--- config.mk ---
export PLATFORM = sky130hd
export DESIGN_NAME = car_motion_fsm
export DESIGN_NICKNAME = d
export VERILOG_FILES = /design/src/rtl/car_motion_fsm.sv
export SDC_FILE = /design/constraint.sdc
export NUM_CORES = 1
export LEC_CHECK = 0
export ABC_AREA = 1
export BUFFER_PORTS_ARGS = -buffer_cell sky130_fd_sc_hd__buf_2
export CORE_ASPECT_RATIO = 1.75
export CORE_MARGIN = 1
export CORE_UTILIZATION = 63
export CTS_CLUSTER_SIZE = 24
export DETAILED_ROUTE_END_ITERATION = 8
export GPL_TIMING_DRIVEN = 0
export PLACE_DENSITY_LB_ADDON = 0.3
export REMOVE_ABC_BUFFERS = 1
export SETUP_SLACK_MARGIN = 0.05
export SLEW_MARGIN = 30
export SYNTH_ARGS = -nofsm -noshare
export SYNTH_HDL_FRONTEND = slang
export SYNTH_SLANG_ARGS = --single-unit
--- constraint.sdc ---
create_clock -name clk -period 6.7 [get_ports clk]
set_input_delay 0.67 -clock clk [delete_from_list [all_inputs] [get_ports clk]]
set_output_delay 0.67 -clock clk [all_outputs]
set_load 0.01 [all_outputs]
--- src/rtl/car_motion_fsm.sv ---
// Per-car SCAN motion sequencer: walks the car floor by floor and times travel and doors.
// Optional CAR_DOOR_HOLD_EN adds a door_hold input that keeps the door open while high.
module car_motion_fsm #(
  parameter int N_FLOORS    = 10,
  parameter int FLOOR_TICKS = 8,
  parameter int DOOR_TICKS  = 16
) (
  input  logic       clk,
  input  logic       rst_n,
`ifdef CAR_DOOR_HOLD_EN
  input  logic       door_hold,
`endif
  input  logic [9:0] queue,
  output logic [5:0] state_word,
  output logic [9:0] served,
  output logic       door_open,
  output logic       moving
);

  localparam int QW   = 10;
  localparam int MAXT = (FLOOR_TICKS > DOOR_TICKS) ? FLOOR_TICKS : DOOR_TICKS;
  localparam int TW   = $clog2(MAXT + 1);
  localparam logic [TW-1:0] FLOOR_LAST = TW'(FLOOR_TICKS - 1);
  localparam logic [TW-1:0] DOOR_LAST  = TW'(DOOR_TICKS - 1);

  typedef enum logic [1:0] {S_IDLE, S_UP, S_DOWN, S_DOOR} state_t;

  function automatic logic [QW-1:0] valid_mask();
    logic [QW-1:0] m;
    m = '0;
    for (int i = 0; i < QW; i++) m[i] = (i < N_FLOORS);
    return m;
  endfunction

  function automatic logic req_above(input logic [QW-1:0] m, input logic [3:0] f);
    logic r;
    r = 1'b0;
    for (int i = 0; i < QW; i++) if (m[i] && (4'(i) > f)) r = 1'b1;
    return r;
  endfunction

  function automatic logic req_below(input logic [QW-1:0] m, input logic [3:0] f);
    logic r;
    r = 1'b0;
    for (int i = 0; i < QW; i++) if (m[i] && (4'(i) < f)) r = 1'b1;
    return r;
  endfunction

  function automatic logic req_here(input logic [QW-1:0] m, input logic [3:0] f);
    logic r;
    r = 1'b0;
    for (int i = 0; i < QW; i++) if (4'(i) == f) r = m[i];
    return r;
  endfunction

  function automatic logic [QW-1:0] onehot(input logic [3:0] f);
    logic [QW-1:0] r;
    for (int i = 0; i < QW; i++) r[i] = (4'(i) == f);
    return r;
  endfunction

  state_t          state_q;
  logic [3:0]      floor_q;
  logic            dir_q;
  logic            busy_q;
  logic            door_q;
  logic            moving_q;
  logic [QW-1:0]   served_q;
  logic [TW-1:0]   timer_q;

  logic [QW-1:0]   q_m;
  logic [3:0]      floor_d;
  logic            hold;
  logic            here_c, above_c, below_c, ahead_c, behind_c;
  logic            here_nx, above_nx, below_nx, ahead_nx, behind_nx;

`ifdef CAR_DOOR_HOLD_EN
  assign hold = door_hold;
`else
  assign hold = 1'b0;
`endif

  assign q_m     = queue & valid_mask();
  assign floor_d = dir_q ? (floor_q + 4'd1) : (floor_q - 4'd1);

  assign here_c   = req_here(q_m, floor_q);
  assign above_c  = req_above(q_m, floor_q);
  assign below_c  = req_below(q_m, floor_q);
  assign ahead_c  = dir_q ? above_c : below_c;
  assign behind_c = dir_q ? below_c : above_c;

  // Decisions taken on arrival use the floor the car is about to reach.
  assign here_nx   = req_here(q_m, floor_d);
  assign above_nx  = req_above(q_m, floor_d);
  assign below_nx  = req_below(q_m, floor_d);
  assign ahead_nx  = dir_q ? above_nx : below_nx;
  assign behind_nx = dir_q ? below_nx : above_nx;

  always_ff @(posedge clk) begin
    if (!rst_n) begin
      state_q  <= S_IDLE;
      floor_q  <= 4'd0;
      dir_q    <= 1'b1;
      busy_q   <= 1'b0;
      door_q   <= 1'b0;
      moving_q <= 1'b0;
      served_q <= '0;
      timer_q  <= '0;
    end else begin
      served_q <= '0;
      case (state_q)
        S_IDLE: begin
          timer_q <= '0;
          if (here_c) begin
            state_q  <= S_DOOR;
            busy_q   <= 1'b1;
            door_q   <= 1'b1;
            served_q <= onehot(floor_q);
          end else if (above_c) begin
            state_q  <= S_UP;
            dir_q    <= 1'b1;
            busy_q   <= 1'b1;
            moving_q <= 1'b1;
          end else if (below_c) begin
            state_q  <= S_DOWN;
            dir_q    <= 1'b0;
            busy_q   <= 1'b1;
            moving_q <= 1'b1;
          end
        end

        S_UP, S_DOWN: begin
          if (timer_q == FLOOR_LAST) begin
            timer_q <= '0;
            floor_q <= floor_d;
            if (here_nx) begin
              state_q  <= S_DOOR;
              moving_q <= 1'b0;
              door_q   <= 1'b1;
              served_q <= onehot(floor_d);
            end else if (ahead_nx) begin
              state_q <= state_q;
            end else if (behind_nx) begin
              state_q <= dir_q ? S_DOWN : S_UP;
              dir_q   <= ~dir_q;
            end else begin
              state_q  <= S_IDLE;
              busy_q   <= 1'b0;
              moving_q <= 1'b0;
            end
          end else begin
            timer_q <= timer_q + TW'(1);
          end
        end

        S_DOOR: begin
          // The request register clears one cycle after served, so skip the cycle right after a pulse.
          if (here_c && (served_q == '0)) begin
            served_q <= onehot(floor_q);
            timer_q  <= '0;
          end else if (hold) begin
            timer_q <= '0;
          end else if (timer_q == DOOR_LAST) begin
            timer_q <= '0;
            door_q  <= 1'b0;
            if (ahead_c) begin
              state_q  <= dir_q ? S_UP : S_DOWN;
              moving_q <= 1'b1;
            end else if (behind_c) begin
              state_q  <= dir_q ? S_DOWN : S_UP;
              dir_q    <= ~dir_q;
              moving_q <= 1'b1;
            end else begin
              state_q <= S_IDLE;
              busy_q  <= 1'b0;
            end
          end else begin
            timer_q <= timer_q + TW'(1);
          end
        end

        default: state_q <= S_IDLE;
      endcase
    end
  end

  assign state_word = {floor_q, dir_q, busy_q};
  assign served     = served_q;
  assign door_open  = door_q;
  assign moving     = moving_q;

endmodule

Yosys cells after proc, flatten, opt, wreduce, memory -nomap -nowiden:

Index checks and enable logic that the tools add are counted.

* RAM bits: 0
* memories kept: 0
* latch bits: 0
* bits in registers: 25
* memory bits (read-only): 0
* logic and storage cells: 271
* input port bits: 12
* output and inout port bits: 18

* reduce and logical (&&, ||, !) cells: 52
* add/sub/neg operators: 3
* shift operators: 0
* div/mod/pow operators: 0
* bitwise logic cells: 1
* multiplexer cells: 126
* eq/ne operators: 41
* $mul: 0
* order comparisons: 40

Operator list (number)
* two-way mux 1 bit: 98
* logical AND 1 bit: 41
* two-way mux 10 bit: 4
* == test 3 x 4 -> 1 bit, first input constant: 8
* greater-than comparator 3 x 4 -> 1 bit, first input constant: 8
* < comparator 3 x 4 -> 1 bit, first input constant: 8
* case mux 10 bit (3 select lines): 1
* two-way mux 2 bit: 13
* inequality test 2 bit, second input constant: 13
* == test 2 x 4 -> 1 bit, first input constant: 4
* == test 4 bit, first input constant: 4
* greater-than comparator 1 x 4 -> 1 bit, first input constant: 4
* greater-than comparator 2 x 4 -> 1 bit, first input constant: 4
* greater-than comparator 4 bit, first input constant: 4
* < comparator 1 x 4 -> 1 bit, first input constant: 4
* < comparator 2 x 4 -> 1 bit, first input constant: 4
* < comparator 4 bit, first input constant: 4
* two-way mux 5 bit: 3
* case mux 5 bit (3 select lines): 1
* inequality test 3 bit, second input constant: 4
* case mux 1 bit (3 select lines): 4
* logical NOT 10 bit: 1
* AND reduction 10 bit: 1
* AND reduction 5 bit: 2
* other kinds (18): 21

Depth between registers and ports, before layout:

Gate-level depths: netlist of run 1.

* depth in word-level cells: 20
* depth in mapped cells: 23
* mapped depth without buffers: 21

Worst setup path before layout of run 1:

No wires, ideal clock.

* kind: register to register
* from: reg floor_q[0]
* to: reg busy_q
* arrival: 2.463 ns
* cell stages (with the launch flop): 21
* period minus slack after synthesis: 2.578 ns
* slack: 4.122 ns
* cells stage by stage: dfxtp_1 > buf_4 > inv_1 > buf_6 > ha_1 > xor2_2 > inv_2 > nor2_8 > nand3_1 > nand2_1 > nand2_1 > nor2_2 > nand2_1 > nor2_2 > nand2_1 > nand3_1 > nand2_1 > nor2_1 > nand3_1 > nand2_1 > nor2_1

* word-level cells in the longest chain between the ends: 17
* elaborated cells between the ends (all ways): 179
* those cells by class: add/sub: 2; order compare: 40; eq/ne: 25; mux: 68; reduce/logical: 44

RTL lines
* start: declaration: RTL line 63 `logic [3:0] floor_q;`
* start signal: assignment: RTL line 135 `floor_q <= floor_d;`
* subtractor 4 x 1 -> 4 bit / adder 4 x 1 -> 4 bit (equally long branches): RTL line 84 `assign floor_d = dir_q ? (floor_q + 4'd1) : (floor_q - 4'd1);`
* two-way mux 4 bit: RTL line 84
* greater-than comparator 1 x 4 -> 1 bit / < comparator 1 x 4 -> 1 bit (equally long branches): RTL line 38, 45
* logical AND 1 bit, on equally long branches: RTL line 38, 45
* two-way mux 1 bit, on equally long branches (10 in a row): RTL line 38, 45
* two-way mux 1 bit, on equally long branches: RTL line 97, 96
* inequality test 2 bit (no source line)
* AND reduction 9 bit (no source line)
* end signal: assignment: RTL line 104 `busy_q <= 1'b0;`
* end signal: assignment: RTL line 116 `busy_q <= 1'b1;`
* end signal: assignment: RTL line 122 `busy_q <= 1'b1;`
* end: declaration: RTL line 65 `logic busy_q;`

Parallel ways exist; a longest one is shown, timed or not.
A chain may end at the register's enable or synchronous reset.

Final worst setup path of run 1:

* from: reg floor_q[0]
* to: reg state_q[1]

* word-level cells in the longest chain between the ends: 20
* elaborated cells between the ends (all ways): 183
* those cells by class: add/sub: 2; order compare: 40; eq/ne: 21; mux: 76; reduce/logical: 44

RTL lines
* subtractor 4 x 1 -> 4 bit / adder 4 x 1 -> 4 bit (equally long branches): RTL line 84
* two-way mux 4 bit: RTL line 84
* greater-than comparator 1 x 4 -> 1 bit / < comparator 1 x 4 -> 1 bit (equally long branches): RTL line 38, 45
* logical AND 1 bit, on equally long branches: RTL line 38, 45
* two-way mux 1 bit, on equally long branches (10 in a row): RTL line 38, 45
* two-way mux 1 bit: RTL line 97 `assign behind_nx = dir_q ? below_nx : above_nx;`
* two-way mux 2 bit: RTL line 143 `end else if (behind_nx) begin`
* two-way mux 2 bit: RTL line 141 `end else if (ahead_nx) begin`
* two-way mux 2 bit: RTL line 136 `if (here_nx) begin`
* two-way mux 2 bit: RTL line 133 `if (timer_q == FLOOR_LAST) begin`
* case mux 2 bit (3 select lines): RTL line 111 `case (state_q)`
* end signal: assignment: RTL line 142 `state_q <= state_q;`
* end signal: assignment: RTL line 144 `state_q <= dir_q ? S_DOWN : S_UP;`
* end signal: assignment: RTL line 167 `state_q <= dir_q ? S_UP : S_DOWN;`
* end: declaration: RTL line 62 `state_t state_q;`

Parallel ways exist; a longest one is shown, timed or not. The select of a mux whose other input is x is not followed.

==> results of run 1 <==
## cells in the final DEF, fill, tap and decap left out, drive strengths merged
cell type,count
a211oi,1
a21o,1
a21oi,18
a221oi,1
a22oi,1
a31oi,2
buf,29
clkbuf,3
clkinv,1
clkinvlp,1
dfxtp,25
ha,10
inv,49
nand2,127
nand3,51
nand3b,1
nand4,11
nor2,45
nor3,7
nor4,3
o211ai,2
o21a,1
o21ai,25
o21bai,1
o22ai,2
o31ai,6
or2,3
xor2,2
## final timing paths
kind / from / cells past startpoint / slack (ns) / endpoint
max reg2reg: floor_q[0]$_SDFFE_PN0P_ / 15 / 3.29 / state_q[1]$_SDFFE_PN0P_
max: floor_q[0]$_SDFFE_PN0P_ / 15 / 3.29 / state_q[1]$_SDFFE_PN0P_
min reg2reg: moving$_SDFFE_PN0P_ / 2 / 0.49 / moving$_SDFFE_PN0P_
min: moving$_SDFFE_PN0P_ / 2 / 0.49 / moving$_SDFFE_PN0P_
## worst min-delay path, cell delays in order (launching register included)
cell     delay [ns]
dfxtp_1        0.34
a21oi_1        0.04
nor2_1         0.08
## layout make-up
type,instances,area share [%]
Multi-Input combinational cell,321,63.74
Clock inverter,1,0.2897
Tap cell,46,2.221
Sequential cell,25,19.31
Inverter,50,7.243
Timing Repair Buffer,29,5.601
Clock buffer,3,1.593
## per-layer routing
layer | routed length (µm) | vias up | GRT usage (%)
met1 | 2627 | 1269 | 37.46
met4 | 432 | 0 | 21.66
met3 | 384 | 35 | 3.643
li1 | - | 1386 | -
met2 | 3976 | 140 | 72.10
met5 | 0 | - | 0
## power by group through the flow
stage               registers, mW  clock network, mW  logic, mW
floorplan                   0.188                  0      0.323
global placement            0.184                  0      0.420
detailed placement          0.186                  0      0.430
CTS                         0.182             0.0924      0.432
global route                0.184             0.0985      0.491
finish                      0.182             0.0937      0.440
## cell families after synthesis
family | synth area share [%]
adders and majority gates | 5.155
DFF | 20.62
AOI/OAI and AO/OA | 14.43
xor gates and xnor gates | 1.031
buffers and inverters | 11.34
and+or+nand+nor | 47.42
## Yosys cell counts (4+ instances only)
library cell  number
nand2_1          121
nand3_1           46
inv_1             42
nor2_1            39
dfxtp_1           25
o21ai_0           23
a21oi_1           17
nand4_1           11
ha_1              10
inv_2              7
nor3_1             7
o31ai_1            6
buf_4              5
nand3_2            4
## registers in the layout, indices dropped and copies added, names as in the netlist
signal     count
state_q        2
busy_q         1
served        10
moving         1
timer_q        5
floor_q        4
dir_q          1
door_open      1
==> flow_summary.json, run 1 <==
{
  "status": "finished clean",
  "worst_slew_pin_slew_ns": 0.7414,
  "synth_cells": 408,
  "drive_gt1_share_pct": 14.22,
  "power.internal_uw": 346.2,
  "synth_edf_count": 0,
  "grtUsageTotal_pct": 37.47,
  "slew-limit-headroom_pct": 50.39,
  "hpwl_um": 6014,
  "wirelength_um": 7420,
  "period_share_pct": 50.84,
  "die_w_um": 48.92,
  "power_frac_comb_pct": 61.5,
  "setup_ws_ns": 3.294,
  "critPathKind": "reg2reg",
  "viasPerCell": 5.958,
  "critPathBufInv": 3,
  "finalPower_uw": 715.9,
  "tns_ns": 0,
  "drtPass1Iterations": 5,
  "portBuffers": 29,
  "cts_setup_buffers": 0,
  "first_global_vias": 2691,
  "yosysTopAreaCellShare_pct": 20.62,
  "drv_cap": 0,
  "antenna_found_initial": 0,
  "yosys.area.top_type": "dfxtp_1",
  "setup_viol": 0,
  "fin_crit_ns": 3.406,
  "cts_buffer_depth": 2,
  "synthToLayoutAreaGrowth_pct": 6.753,
  "power_density_nw_per_um2": 276.3,
  "synth_area_leaders": "dfxtp_1 (21%), nand2_1 (19%), nand3_1 (9.5%)",
  "syn_avg_cell_area_um2": 5.949,
  "critPathTopFamily": "simple AND/OR/NAND/NOR gates",
  "num_rows": 29,
  "final_antenna_net_count": 0,
  "root_buffer": "clkbuf_8",
  "synth-seq-cells": 25,
  "cts.clk_slew.worst_paths_ns": 0.10,
  "finalClockSkew_ns": 0.01378,
  "yosysWarningCount": 0,
  "synth_cell_type_count": 42,
  "multiInputGateArea_um2": 1652,
  "antenna_cells": 0,
  "rsz0062_at_grt": "no",
  "post-place-ws_ns": 3.375,
  "peakVddDrop_mv": 0.2126,
  "drt_iter0_markers": 125,
  "io_pins": 30,
  "p_clk_share_pct": 13.1,
  "path_cells": "inv_1, ha_1, xor2_2, nor2_1, inv_1, nor3_1, a21oi_1, nand3_1, nand2_1, nand2_2, inv_2, nand2_1, nand3_2, nor2_1, nor2_1",
  "crit_top_cell": "nor2_1",
  "whs_ns": 0.4906,
  "grt_start_max_net_pins": 16,
  "ys.flop_type": "dfxtp_1",
  "cts_tree": "yes",
  "clk_latency_ns": 0.28,
  "cts-htree-levels": 1,
  "cts_resized": 0,
  "grt_overflow": 0,
  "wl_per_cell_um": 15.62,
  "hold_buffers": 0,
  "drv_slew": 0,
  "final_cells": 475,
  "critPathCaptureType": "flop",
  "final_util_pct": 70.71,
  "gp_congestion": 0.9903,
  "fin_nets": 452,
  "power.leakage_nw": 1.318,
  "fin_area_um2": 2591,
  "core_um2": 3665,
  "p_sw_uw": 369.7,
  "cts_made_buffers": 3,
  "via_count": 2830,
  "drc": 0,
  "async_flop_share_pct": 0,
  "seq_area_frac_synth_pct": 20.62,
  "path_max_fanout": 13,
  "dieArea_um2": 4115,
  "p_seq_share_pct": 25.5,
  "start_util_pct": 66.23,
  "grt_pass1_wl_um": 12030,
  "hold_class": "reg2reg",
  "dieHeight_um": 84.11,
  "clock-sinks": 25,
  "ff_latch_area_um2": 500.5,
  "hold_viol_final": 0,
  "critPathRequiredTime_ns": 6.89,
  "start_kind": "flop",
  "dp.cells": 471,
  "fillers": 352,
  "slowest_delay_ns": 0.68,
  "max_freq_ghz": 0.2936,
  "switching_share_pct": 51.64,
  "dpl_cell_area_um2": 2542,
  "arrival_ns": 3.59,
  "slowest_stage": "dfxtp_1",
  "synth_area_um2": 2427
}
No activity file was read; power rests on OpenSTA's default activity.
==> inputs of run 2 (changes only) <==
CORE_UTILIZATION = 53   (was 63)
clock period = 3 ns   (was 6.7 ns; I/O delays follow)
==> run 2 against run 1 <==
Compared with the run above: utilization down 10 points; hold slack worse by 0.16 ns; first-iteration DRC count down 2.4%; register-to-register slack worse by 3.0 ns; via count down 0.39%; sequential power up 120%; critical path depth up 3; clock skew down 0.0091 ns; critical path type unchanged; critical endpoint is now busy_q$_SDFFE_PN0P_; largest cell class unchanged; largest power group unchanged.
==> flow_summary.json, run 2 (synthesis results as in run 1) <==
{
  "wl_per_cell_um": 15.34,
  "critPathRequiredTime_ns": 3.17,
  "clk_latency_ns": 0.27,
  "layout_common_cells": "nand2_1 (120), nand3_1 (46), inv_1 (40), nor2_1 (38), buf_2 (29)",
  "hpwl_um": 5896,
  "slew-limit-headroom_pct": 50.16,
  "start_kind": "flop",
  "period_share_pct": 90.50,
  "hold_class": "in2reg",
  "drive_gt1_share_pct": 16.90,
  "post-place-ws_ns": -0.3931,
  "hold_buffers": 0,
  "crit_start": "floor_q[1]$_SDFFE_PN0P_",
  "hold_viol_final": 0,
  "critPathKind": "reg2reg",
  "fin_crit_ns": 2.715,
  "cts_tree": "yes",
  "grt_overflow": 0,
  "drv_slew": 0,
  "layout_commonest_cell": "nand2_1",
  "fin_nets": 455,
  "cts-htree-levels": 1,
  "drv_cap": 0,
  "dp.cells": 476,
  "hold_start": "rst_n",
  "wirelength_um": 7411,
  "num_rows": 32,
  "worst_slew_pin_slew_ns": 0.7449,
  "final_cells": 483,
  "dieHeight_um": 91.53,
  "first_global_vias": 2580,
  "grtUsageTotal_pct": 32.11,
  "power.leakage_nw": 1.342,
  "critPathCaptureType": "flop",
  "antenna_found_initial": 0,
  "dieArea_um2": 4865,
  "drc": 0,
  "setup_viol": 0,
  "fillers": 483,
  "synthToLayoutAreaGrowth_pct": 9.588,
  "switching_share_pct": 51.45,
  "rsz0062_at_grt": "no",
  "grt_pass1_wl_um": 11670,
  "path_max_fanout": 9,
  "finalClockSkew_ns": 0.004703,
  "grt_start_max_net_pins": 15,
  "power_frac_comb_pct": 62.1,
  "start_util_pct": 55.11,
  "p_sw_uw": 820.8,
  "status": "finished clean",
  "viasPerCell": 5.836,
  "final_antenna_net_count": 0,
  "finalPower_mw": 1.595,
  "die_w_um": 53.16,
  "power.internal_uw": 774.4,
  "max_freq_ghz": 0.3683,
  "arrival_ns": 2.89,
  "cts_buffer_depth": 2,
  "drtPass1Iterations": 5,
  "via_count": 2819,
  "gp_congestion": 1.005,
  "cts_made_buffers": 3,
  "root_buffer": "clkbuf_8",
  "clock-sinks": 25,
  "peakVddDrop_mv": 0.4167,
  "p_seq_share_pct": 25.4,
  "io_pins": 30,
  "tns_ns": 0,
  "setup_ws_ns": 0.2851,
  "p_clk_share_pct": 12.4,
  "largest_register_ffs": 10,
  "r2r-start": "floor_q[1]$_SDFFE_PN0P_",
  "power_density_nw_per_um2": 599.7,
  "core_um2": 4404,
  "portBuffers": 29,
  "cts.clk_slew.worst_paths_ns": 0.09,
  "drt_iter0_markers": 122,
  "antenna_cells": 0
}
-- run 2: changes by cell type in the layout (fill, tap and decap cells not counted), moves of 2 or more --
| cell | change |
|---|---|
| dfxtp_2 | +2 |
| inv_1 | -2 |
| dfxtp_4 | +2 |
| dfxtp_1 | -4 |
| buf_4 | +3 |
-- run 2: path summary, 6_finish.rpt --
kind	to	slack, ns	depth (start not counted)
max	busy_q$_SDFFE_PN0P_	0.29	18
max reg2reg	busy_q$_SDFFE_PN0P_	0.29	18
min reg2reg	timer_q[0]$_SDFF_PN0_	0.45	1
min	dir_q$_SDFFE_PN1P_	0.33	2
-- run 2: final cells by class --
| cell class | instances | area, µm² | area share, % |
|---|---|---|---|
| Timing Repair Buffer | 32 | 167.7 | 6.303 |
| Multi-Input combinational cell | 321 | 1680 | 63.17 |
| Clock buffer | 3 | 41.29 | 1.552 |
| Inverter | 50 | 191.4 | 7.197 |
| Sequential cell | 25 | 510.5 | 19.19 |
| Tap cell | 51 | 63.81 | 2.399 |
| Clock inverter | 1 | 5.005 | 0.1881 |
-- run 2: worst max-delay path: stages, from the launching register on --
cell and delay (ns):
dfxtp_4 0.41, inv_2 0.10, ha_4 0.30, xor2_4 0.24
inv_2 0.15, nor2_8 0.18, nand3_1 0.10, nand2_1 0.09
nand2_1 0.06, nor2_2 0.13, nand2_1 0.07, nor2_2 0.13
nand2_1 0.09, nand3_1 0.11, nand2_1 0.06, nor2_1 0.18
nand3_1 0.10, nand2_1 0.07, nor2_1 0.04
-- run 2: through the flow --
stage	utilization [%]	hold WS (ns)	instance area, µm²
after floorplan	-	0.3846	2340
after global placement	57.87	0.4367	2549
after detailed placement	57.87	0.4391	2549
after CTS	59.35	0.3293	2614
after global routing	60.40	0.3193	2660
final	60.40	0.3323	2660
-- run 2: per-layer routing --
layer  vias to the layer above  track usage, %  wire (µm)
li1                       1389               -          -
met1                      1274           32.96       2770
met2                       123           58.65       3909
met3                        33           1.675        317
met4                         0           20.39        414
met5                         -               0          0
-- run 2: power groups by stage --
stage          clock network [mW]  logic [mW]  registers (mW)
2_1_floorplan                   0       0.721           0.419
3_3_place_gp                    0       0.955           0.413
3_5_place_dp                    0       0.970           0.413
4_1_cts                     0.203       0.975           0.404
5_1_grt                     0.219        1.10           0.415
6_report                    0.198       0.991           0.405
-- run 2: what timing repair did --
| action | in CTS | in global routing |
|---|---|---|
| setup buffers | 1 | 2 |
| gates resized for setup | 5 | 7 |
| endpoints found under the setup margin | 13 | 11 |
| endpoints found under the hold margin | 0 | 0 |
